$ cat src/rtl/xform_arb.sv
// xform_arb: lets two clients (A, B) share one transform device.
// One transaction is in flight at a time. The result is routed back to the
// client that issued it. Ties go to the client that was not served last.
module xform_arb #(
  parameter int N = 8
) (
  input  logic         i_clk,
  input  logic         i_rst_n,
  input  logic         i_wr_a,
  input  logic         i_wr_b,
  input  logic [N-1:0] i_data_a,
  input  logic [N-1:0] i_data_b,
  output logic         o_bsy_a,
  output logic         o_bsy_b,
  input  logic         i_rd_a,
  input  logic         i_rd_b,
  output logic [N-1:0] o_data_a,
  output logic [N-1:0] o_data_b,
  output logic         o_rdy_a,
  output logic         o_rdy_b,
  output logic         o_dev_wr,
  output logic [N-1:0] o_dev_data,
  input  logic         i_dev_bsy,
  output logic         o_dev_rd,
  input  logic [N-1:0] i_dev_data,
  input  logic         i_dev_rdy
);

  typedef enum logic [1:0] {IDLE, SEND, WAIT, HOLD} state_t;

  state_t       state;
  logic [N-1:0] req_buf;
  logic [N-1:0] result;
  logic         owner;        // 0 = A, 1 = B
  logic         last_served;  // 0 = A, 1 = B
  logic         gnt_a;
  logic         gnt_b;
  logic         rd_owner;

  // Combinational grant in IDLE: sole requester wins; on a tie the client not served last wins
  always_comb begin
    gnt_a = '0;
    gnt_b = '0;
    if (state == IDLE) begin
      if (i_wr_a && i_wr_b) begin
        gnt_a = last_served;
        gnt_b = ~last_served;
      end else begin
        gnt_a = i_wr_a;
        gnt_b = i_wr_b;
      end
    end
  end

  assign o_bsy_a    = ~gnt_a;
  assign o_bsy_b    = ~gnt_b;
  assign rd_owner   = (i_rd_a && o_rdy_a) || (i_rd_b && o_rdy_b);
  assign o_dev_rd   = (state == WAIT) && i_dev_rdy;
  assign o_dev_data = req_buf;
  assign o_data_a   = result;
  assign o_data_b   = result;

  // Transaction FSM. o_dev_wr and o_rdy_x are registered alongside the state:
  // each one is set on entry to the state that needs it and cleared on exit.
  always_ff @(posedge i_clk or negedge i_rst_n) begin
    if (!i_rst_n) begin
      state       <= IDLE;
      req_buf     <= '0;
      result      <= '0;
      owner       <= '0;
      last_served <= '1;
      o_dev_wr    <= '0;
      o_rdy_a     <= '0;
      o_rdy_b     <= '0;
    end else begin
      case (state)
        IDLE: begin
          if (gnt_a || gnt_b) begin
            req_buf     <= gnt_b ? i_data_b : i_data_a;
            owner       <= gnt_b;
            last_served <= gnt_b;
            o_dev_wr    <= '1;
            state       <= SEND;
          end
        end
        SEND: begin
          if (!i_dev_bsy) begin
            o_dev_wr <= '0;
            state    <= WAIT;
          end
        end
        WAIT: begin
          if (i_dev_rdy) begin
            result  <= i_dev_data;
            o_rdy_a <= ~owner;
            o_rdy_b <= owner;
            state   <= HOLD;
          end
        end
        HOLD: begin
          if (rd_owner) begin
            o_rdy_a <= '0;
            o_rdy_b <= '0;
            state   <= IDLE;
          end
        end
        default: state <= IDLE;
      endcase
    end
  end

endmodule

$ cat config.mk
export PLATFORM = sky130hd
export DESIGN_NAME = xform_arb
export DESIGN_NICKNAME = d
export VERILOG_FILES = /design/src/rtl/xform_arb.sv
export SDC_FILE = /design/constraint.sdc
export NUM_CORES = 1
export LEC_CHECK = 0
export ABC_AREA = 1
export BUFFER_PORTS_ARGS = -buffer_cell sky130_fd_sc_hd__buf_4
export CAP_MARGIN = 5
export CORE_ASPECT_RATIO = 1.4
export CORE_MARGIN = 8
export CORE_UTILIZATION = 45
export CTS_CLUSTER_SIZE = 40
export DETAILED_ROUTE_END_ITERATION = 12
export GPL_TIMING_DRIVEN = 0
export PLACE_DENSITY = 0.91
export SLEW_MARGIN = 20
export SYNTH_ARGS = -nofsm -noshare
export SYNTH_HDL_FRONTEND = slang
export SYNTH_SLANG_ARGS = --single-unit
$ cat constraint.sdc
create_clock -name i_clk -period 2.6 [get_ports i_clk]
set_clock_uncertainty 0.15 [all_clocks]
set_input_delay 0 -clock i_clk [delete_from_list [all_inputs] [get_ports i_clk]]
set_output_delay 0 -clock i_clk [all_outputs]
set_load 0.01 [all_outputs]
==> flow_metrics.py, run 1 <==
metrics = {
    "status": {
        "status": "complete, no violations",
    },
    "power": {
        "swShare_pct": 42.35,
        "power.density_nw_per_um2": 1025,
        "vdd_drop_max_v": 0.0006369,
        "power.total_w": 0.002227,
        "pwr-share-comb_pct": 61.9,
        "seqPwrFrac_pct": 30.2,
        "power.leakage_nw": 1.153,
        "p_switching_w": 0.0009431,
        "p_clk_share_pct": 7.9,
        "intPower_w": 0.001284,
    },
    "floorplan": {
        "die_w_microns": 59.19,
        "row_count": 22,
        "die_y_microns": 76.46,
        "num_io_pins": 62,
        "die_area_sq_um": 4525,
        "initial_core_util_pct": 45.89,
        "core_area_sq_um": 2560,
    },
    "global_route": {
        "overflow": 0,
        "grt_pass1_wl_microns": 8590,
        "first_global_vias": 1765,
        "grt_util_all_layers_pct": 24.44,
        "grt_start_max_net_pins": 23,
        "antenna_found_initial": 1,
    },
    "cts": {
        "cts.clk_slew.worst_paths_ps": 150,
        "cts_buffers": 3,
        "cts_max_path_buffers": 2,
        "cts_setup_buffers": 0,
        "cts_root_buf": "clkbuf_4",
        "clock-sinks": 23,
        "cts_tree": "yes",
        "h-tree-depth": 1,
        "clkLatencyLatePin_ps": 310,
    },
    "synthesis": {
        "synthMuxAreaShare_pct": 0,
        "synth_commonest_cells": "nand2_1 (56), dfrtp_1 (22), nand3_1 (20)",
        "synth_compound_area_share_pct": 6.390,
        "netlist.area_leader.share_pct": 46.86,
        "syn_area_per_cell_sq_um": 8.452,
        "synth_nets": 176,
        "synth_cell_type_count": 17,
        "synth.yosys.seq_area_share_pct": 49.09,
        "synth_edf_count": 0,
        "async_reset_ff_share_pct": 100.0,
        "synth_cells": 139,
        "synthAdderAreaFrac_pct": 5.325,
        "synth_top_family_by_area": "simple AND/OR/NAND/NOR gates",
        "yosysMostFrequentCell": "nand2_1",
        "synth_xor_xnor_area_share_pct": 0,
        "yosysWarnings": 0,
        "synth_area_sq_um": 1175,
        "ys_ff_latch": 23,
        "synth_top_cell_by_area": "dfrtp_1",
        "synthTopCellsByArea": "dfrtp_1 (47%), nand2_1 (18%), nand3_1 (8.5%), ha_1 (5.3%), buf_4 (5.1%)",
        "ys_dominant_reg_cell": "dfrtp_1",
        "synthSimpleGateAreaFrac_pct": 30.24,
    },
    "place": {
        "gp_congestion": 0.7930,
        "numPlacedInstances": 236,
        "port_buffers": 61,
        "placed_area_sq_um": 1678,
        "hpwl_microns": 2550,
    },
    "sta": {
        "maxSlewViolCount": 0,
        "clock.fmax_mhz": 422.6,
        "finalCritPeriodShare_pct": 91.01,
        "tightest_slew_ps": 523.4,
        "fin_crit_ps": 2366,
        "hold_violations": 0,
        "fin_setup_tns_ps": 0,
        "setup_viol": 0,
        "slew_headroom_pct": 65.10,
        "rsz0062_at_grt": "false",
    },
    "route": {
        "first_pass_iters": 4,
        "via_count": 1481,
        "avgRoutedWirePerCell_microns": 18.38,
        "drt_iter0_drc": 67,
        "vias_per_cell": 5.142,
        "drt-total-wl_microns": 5294,
        "drc": 0,
        "ant_nets": 0,
    },
    "layout": {
        "areaGrowthSynthToFinish_pct": 84.98,
        "final_cells": 288,
        "fin_nets": 289,
        "post_route_cells_drive_above_1_share_pct": 33.07,
        "final_area_sq_um": 2173,
    },
    "run": {
        "cap_viol_max_count": 0,
    },
    "setup_path": {
        "end_kind": "flop",
        "arrival_ps": 2480,
        "cp_slowest_stage_delay_ps": 600,
        "crit_path_start_kind": "flop",
        "cp_max_fo": 10,
        "cp_slowest_cell": "dlygate4sd3_1",
        "crit_type": "reg -> reg",
        "worstPathCellList": "inv_1, ha_1, nand2_4, a21oi_4, nand2_1, dlygate4sd3_1, nand3_1",
        "required_ps": 2720,
    },
    "min_path": {
        "min_path_type": "in -> async",
    },
}
[cell type report]
type,count,area (sq um)
diodes,1,2.502
plain buffers,8,60.06
clock buffers,3,22.52
clock inverters,1,5.005
fillers,135,386.6
inverters,12,45.04
multi-input cells,96,493.0
flip-flops and latches,23,576.8
well taps,36,45.04
repair buffers,108,923.4
[repair_timing]
action                    in CTS  in global routing
gates resized for setup        0                  0
hold buffers                  47                  0
hold endpoints to repair      44                  0
[cell usage in the layout, fill, tap and decap left out]
master / netlist / routed
dlygate4sd3_1: 0 / 46
a21oi_4: 2 / 2
o21bai_1: 2 / 2
dfrtp_1: 22 / 22
nand3_1: 20 / 20
clkinv_2: 0 / 1
a21o_1: 1 / 1
or2_2: 2 / 2
buf_2: 0 / 1
inv_2: 1 / 1
nand2_1: 56 / 56
ha_1: 5 / 5
o21ai_0: 4 / 4
clkinv_1: 1 / 1
nor2_1: 1 / 1
clkbuf_4: 0 / 3
buf_4: 8 / 69
diode_2: 0 / 1
nand2_4: 2 / 2
dfstp_2: 1 / 1
nand2_2: 1 / 1
inv_1: 10 / 10
[metal layers]
layer	share of wire [%]	vias to the layer above	wire length [microns]	GRT usage, %
met5	0	-	0	0
met4	5.6	0	299	14.42
met3	9.5	27	505	7.770
met2	51	104	2720	41.54
met1	33	694	1768	24.60
li1	-	656	-	-
[registers in the layout (all words and copies together) (netlist names)]
signal       cells
o_data_a         8
o_dev_data       8
state            2
last_served      1
o_dev_wr         1
o_rdy_a          1
o_rdy_b          1
owner            1
[cells by family after synthesis]
| group | count (synthesis) |
|---|---|
| AOI/OAI and AO/OA | 9 |
| adders and majority gates | 5 |
| buffers and inverters | 20 |
| DFF | 23 |
| and+or+nand+nor | 82 |
[worst paths after layout]
path                               start            end  slack [ps]  cells after the start
min in group i_clk                i_rd_b        o_rdy_b          20                      5
worst max register to register  state[0]  o_dev_data[4]         230                      7
worst min register to register   o_rdy_a        o_rdy_a         380                      2
max in group asynchronous        i_rst_n  o_dev_data[7]        1780                      3
worst max-delay path            state[0]  o_dev_data[4]         230                      7
worst min-delay path             i_rst_n    last_served          20                      2
[metrics by stage]
| step | hold WS [ps] | setup WS (ps) | utilization, % |
|---|---|---|---|
| after global placement | -243.0 | 1007 | 65.54 |
| after global routing | 12.46 | 120.9 | 84.90 |
| after CTS | 2.424 | 424.0 | 85.00 |
| final | 18.85 | 233.7 | 84.90 |
| after floorplan | -445.6 | 1099 | - |
| after detailed placement | -239.1 | 961.9 | 65.54 |
[critical path: cells and delay by family (launching register included)]
family / cells / cell delay (ps)
buffers and inverters: 2 / 740
flip-flops: 1 / 440
AND/OR/NAND/NOR: 3 / 360
adder cells (fa/ha/maj): 1 / 340
AO/OA/AOI/OAI: 1 / 290
[power groups by stage]
stage	Clock (W)	Combinational [W]	Sequential (W)
after floorplan	0	0.000556	0.000703
after global placement	0	0.00106	0.000648
after detailed placement	0	0.00109	0.000656
after CTS	0.000169	0.00127	0.000649
after global routing	0.000189	0.00149	0.000688
final	0.000177	0.00138	0.000672
Power figures use the tool's default switching activity.
==> run 2, diff against run 1 <==
==> constraint.sdc (replaced) <==
create_clock -name i_clk -period 2.6 [get_ports i_clk]
set_clock_uncertainty 0.15 [all_clocks]
set_input_delay 0.13 -clock i_clk [delete_from_list [all_inputs] [get_ports i_clk]]
set_output_delay 0.13 -clock i_clk [all_outputs]
set_load 0.01 [all_outputs]
==> run 2 against run 1 <==
Compared with the run above:
- global-route usage fell by 5.7 points
- utilization is 8.5 points lower
- sequential power fell by 3%
- count of clock-buffer cells in the layout did not move
- cell area is 10% lower
- die area is the same
- critical path type unchanged
- critical endpoint is now o_dev_data[6]
==> flow_metrics.py, run 2 (synthesis results as in run 1) <==
metrics = {
    "route": {
        "avgRoutedWirePerCell_microns": 15.18,
        "drt_iter0_drc": 40,
        "ant_nets": 0,
        "via_count": 1310,
        "first_pass_iters": 4,
        "vias_per_cell": 4.943,
        "drc": 0,
        "drt-total-wl_microns": 4024,
    },
    "setup_path": {
        "r2r-end": "o_dev_data[6]",
        "r2r_start": "state[0]",
        "arrival_ps": 2340,
        "worstSetupStartpoint": "state[0]",
        "required_ps": 2700,
        "reg2reg_slack_ps": 360,
        "crit_path_end": "o_dev_data[6]",
        "rr_worst_depth": 7,
        "crit_type": "reg -> reg",
        "end_kind": "flop",
        "crit_path_start_kind": "flop",
        "cp_max_fo": 10,
    },
    "cts": {
        "cts_resized": 0,
        "cts_tree": "yes",
        "cts_max_path_buffers": 2,
        "cts_setup_buffers": 0,
        "cts_root_buf": "clkbuf_4",
        "cts_buffers": 3,
        "clock-sinks": 23,
        "h-tree-depth": 1,
        "clkLatencyLatePin_ps": 310,
        "cts.clk_slew.worst_paths_ps": 130,
    },
    "layout": {
        "multi_input_area_sq_um": 493.0,
        "post_route_cells_drive_above_1_share_pct": 35.81,
        "antenna-diode-count": 0,
        "fin_nets": 267,
        "mostFrequentLayoutCells": "buf_4 (69), nand2_1 (56), dlygate4sd3_1 (25), dfrtp_1 (22), nand3_1 (20)",
        "regArea_sq_um": 576.8,
        "final_common_cell": "buf_4",
        "fillers": 173,
        "areaGrowthSynthToFinish_pct": 66.45,
        "fin_util_pct": 76.39,
    },
    "floorplan": {
        "num_io_pins": 62,
        "die_w_microns": 59.19,
        "die_area_sq_um": 4525,
        "die_y_microns": 76.46,
        "core_area_sq_um": 2560,
        "initial_core_util_pct": 45.89,
        "row_count": 22,
    },
    "place": {
        "gp_congestion": 0.7930,
        "hpwl_microns": 2550,
        "port_buffers": 61,
    },
    "power": {
        "intPower_w": 0.001236,
        "vdd_drop_max_v": 0.0006183,
        "power.leakage_nw": 1.082,
        "p_clk_share_pct": 8.1,
        "seqPwrFrac_pct": 31.6,
        "pwr-share-comb_pct": 60.3,
        "power.density_nw_per_um2": 1055,
        "swShare_pct": 40.07,
        "p_switching_w": 0.0008263,
    },
    "global_route": {
        "overflow": 0,
        "first_global_vias": 1524,
        "grt_util_all_layers_pct": 18.69,
        "grt_pass1_wl_microns": 6637,
        "antenna_found_initial": 0,
        "grt_start_max_net_pins": 24,
    },
    "sta": {
        "fin_crit_ps": 2235,
        "tightest_slew_ps": 295.8,
        "hold_violations": 0,
        "clock.fmax_mhz": 447.4,
        "slew_headroom_pct": 80.23,
        "maxSlewViolCount": 0,
        "fin_setup_tns_ps": 0,
        "finalCritPeriodShare_pct": 85.97,
        "rsz0062_at_grt": "false",
        "setup_viol": 0,
    },
    "status": {
        "status": "complete, no violations",
    },
    "min_path": {
        "min_path_type": "in -> reg",
    },
    "run": {
        "cap_viol_max_count": 0,
    },
}
-- run 2: cell count changes in the layout (fill, tap and decap cells not counted), sizes merged --
cell,before,now
diode,1,0
buf,70,69
dlygate4sd3,46,25
-- run 2: how the worst min path moves through the flow --
stage	startpoint	end	slack, ps	cells after the start
final	i_dev_bsy	o_dev_wr	20	5
after global routing	i_dev_rdy	o_data_a[1]	70	4
after CTS	i_dev_bsy	o_dev_wr	30	5
after detailed placement	i_rst_n	o_dev_data[7]	-110	1
after global placement	i_rst_n	o_dev_data[7]	-110	1
after floorplan	i_rst_n	o_data_a[0]	-320	0
-- run 2: worst max-delay path, stage by stage (launching register included) --
cell and delay [ps]:
dfrtp_1 420, inv_1 130, ha_1 300, nand2_4 140, a21oi_4 280, nand2_1 100, nand3_1 100, dlygate4sd3_1 560
-- run 2: power by group through the flow --
stage | Combinational (W) | Sequential [W] | Clock, W
6_report | 0.00124 | 0.000652 | 0.000167
5_1_grt | 0.00138 | 0.000671 | 0.000182
3_3_place_gp | 0.00106 | 0.000648 | 0
2_1_floorplan | 0.000556 | 0.000703 | 0
3_5_place_dp | 0.00109 | 0.000656 | 0
4_1_cts | 0.00122 | 0.000649 | 0.000169
-- run 2: layout make-up --
cell class	count	share of cell area, %
plain buffers	8	3.071
clock buffers	3	1.152
flip-flops and latches	23	29.49
multi-input cells	96	25.21
clock inverters	1	0.2559
inverters	12	2.303
repair buffers	86	36.21
well taps	36	2.303
-- run 2: layer usage --
layer,vias to the layer above,global-route usage (%),part of all wire [%]
met1,604,16.80,32
met4,0,9.135,4.8
met3,22,7.601,10
met2,73,33.73,53
met5,-,0,0
li1,611,-,-
-- run 2: repair_timing --
item                                    CTS  global route
endpoints found under the setup margin    0             0
endpoints found under the hold margin    39             0
hold buffers                             25             0
-- run 2: stage by stage --
stage          instances  setup WS (ps)  hold slack (ps)  power (W)  area (sq um)
2_1_floorplan        139           1099           -315.6   0.001259          1175
6_report             265          364.7            24.09   0.002062          1956
5_1_grt              265          189.4            65.92   0.002233          1956
4_1_cts              265          419.2            26.73   0.002037          1956
3_5_place_dp         236          886.8           -109.1   0.001746          1678
3_3_place_gp         236          888.4           -113.0   0.001705          1678
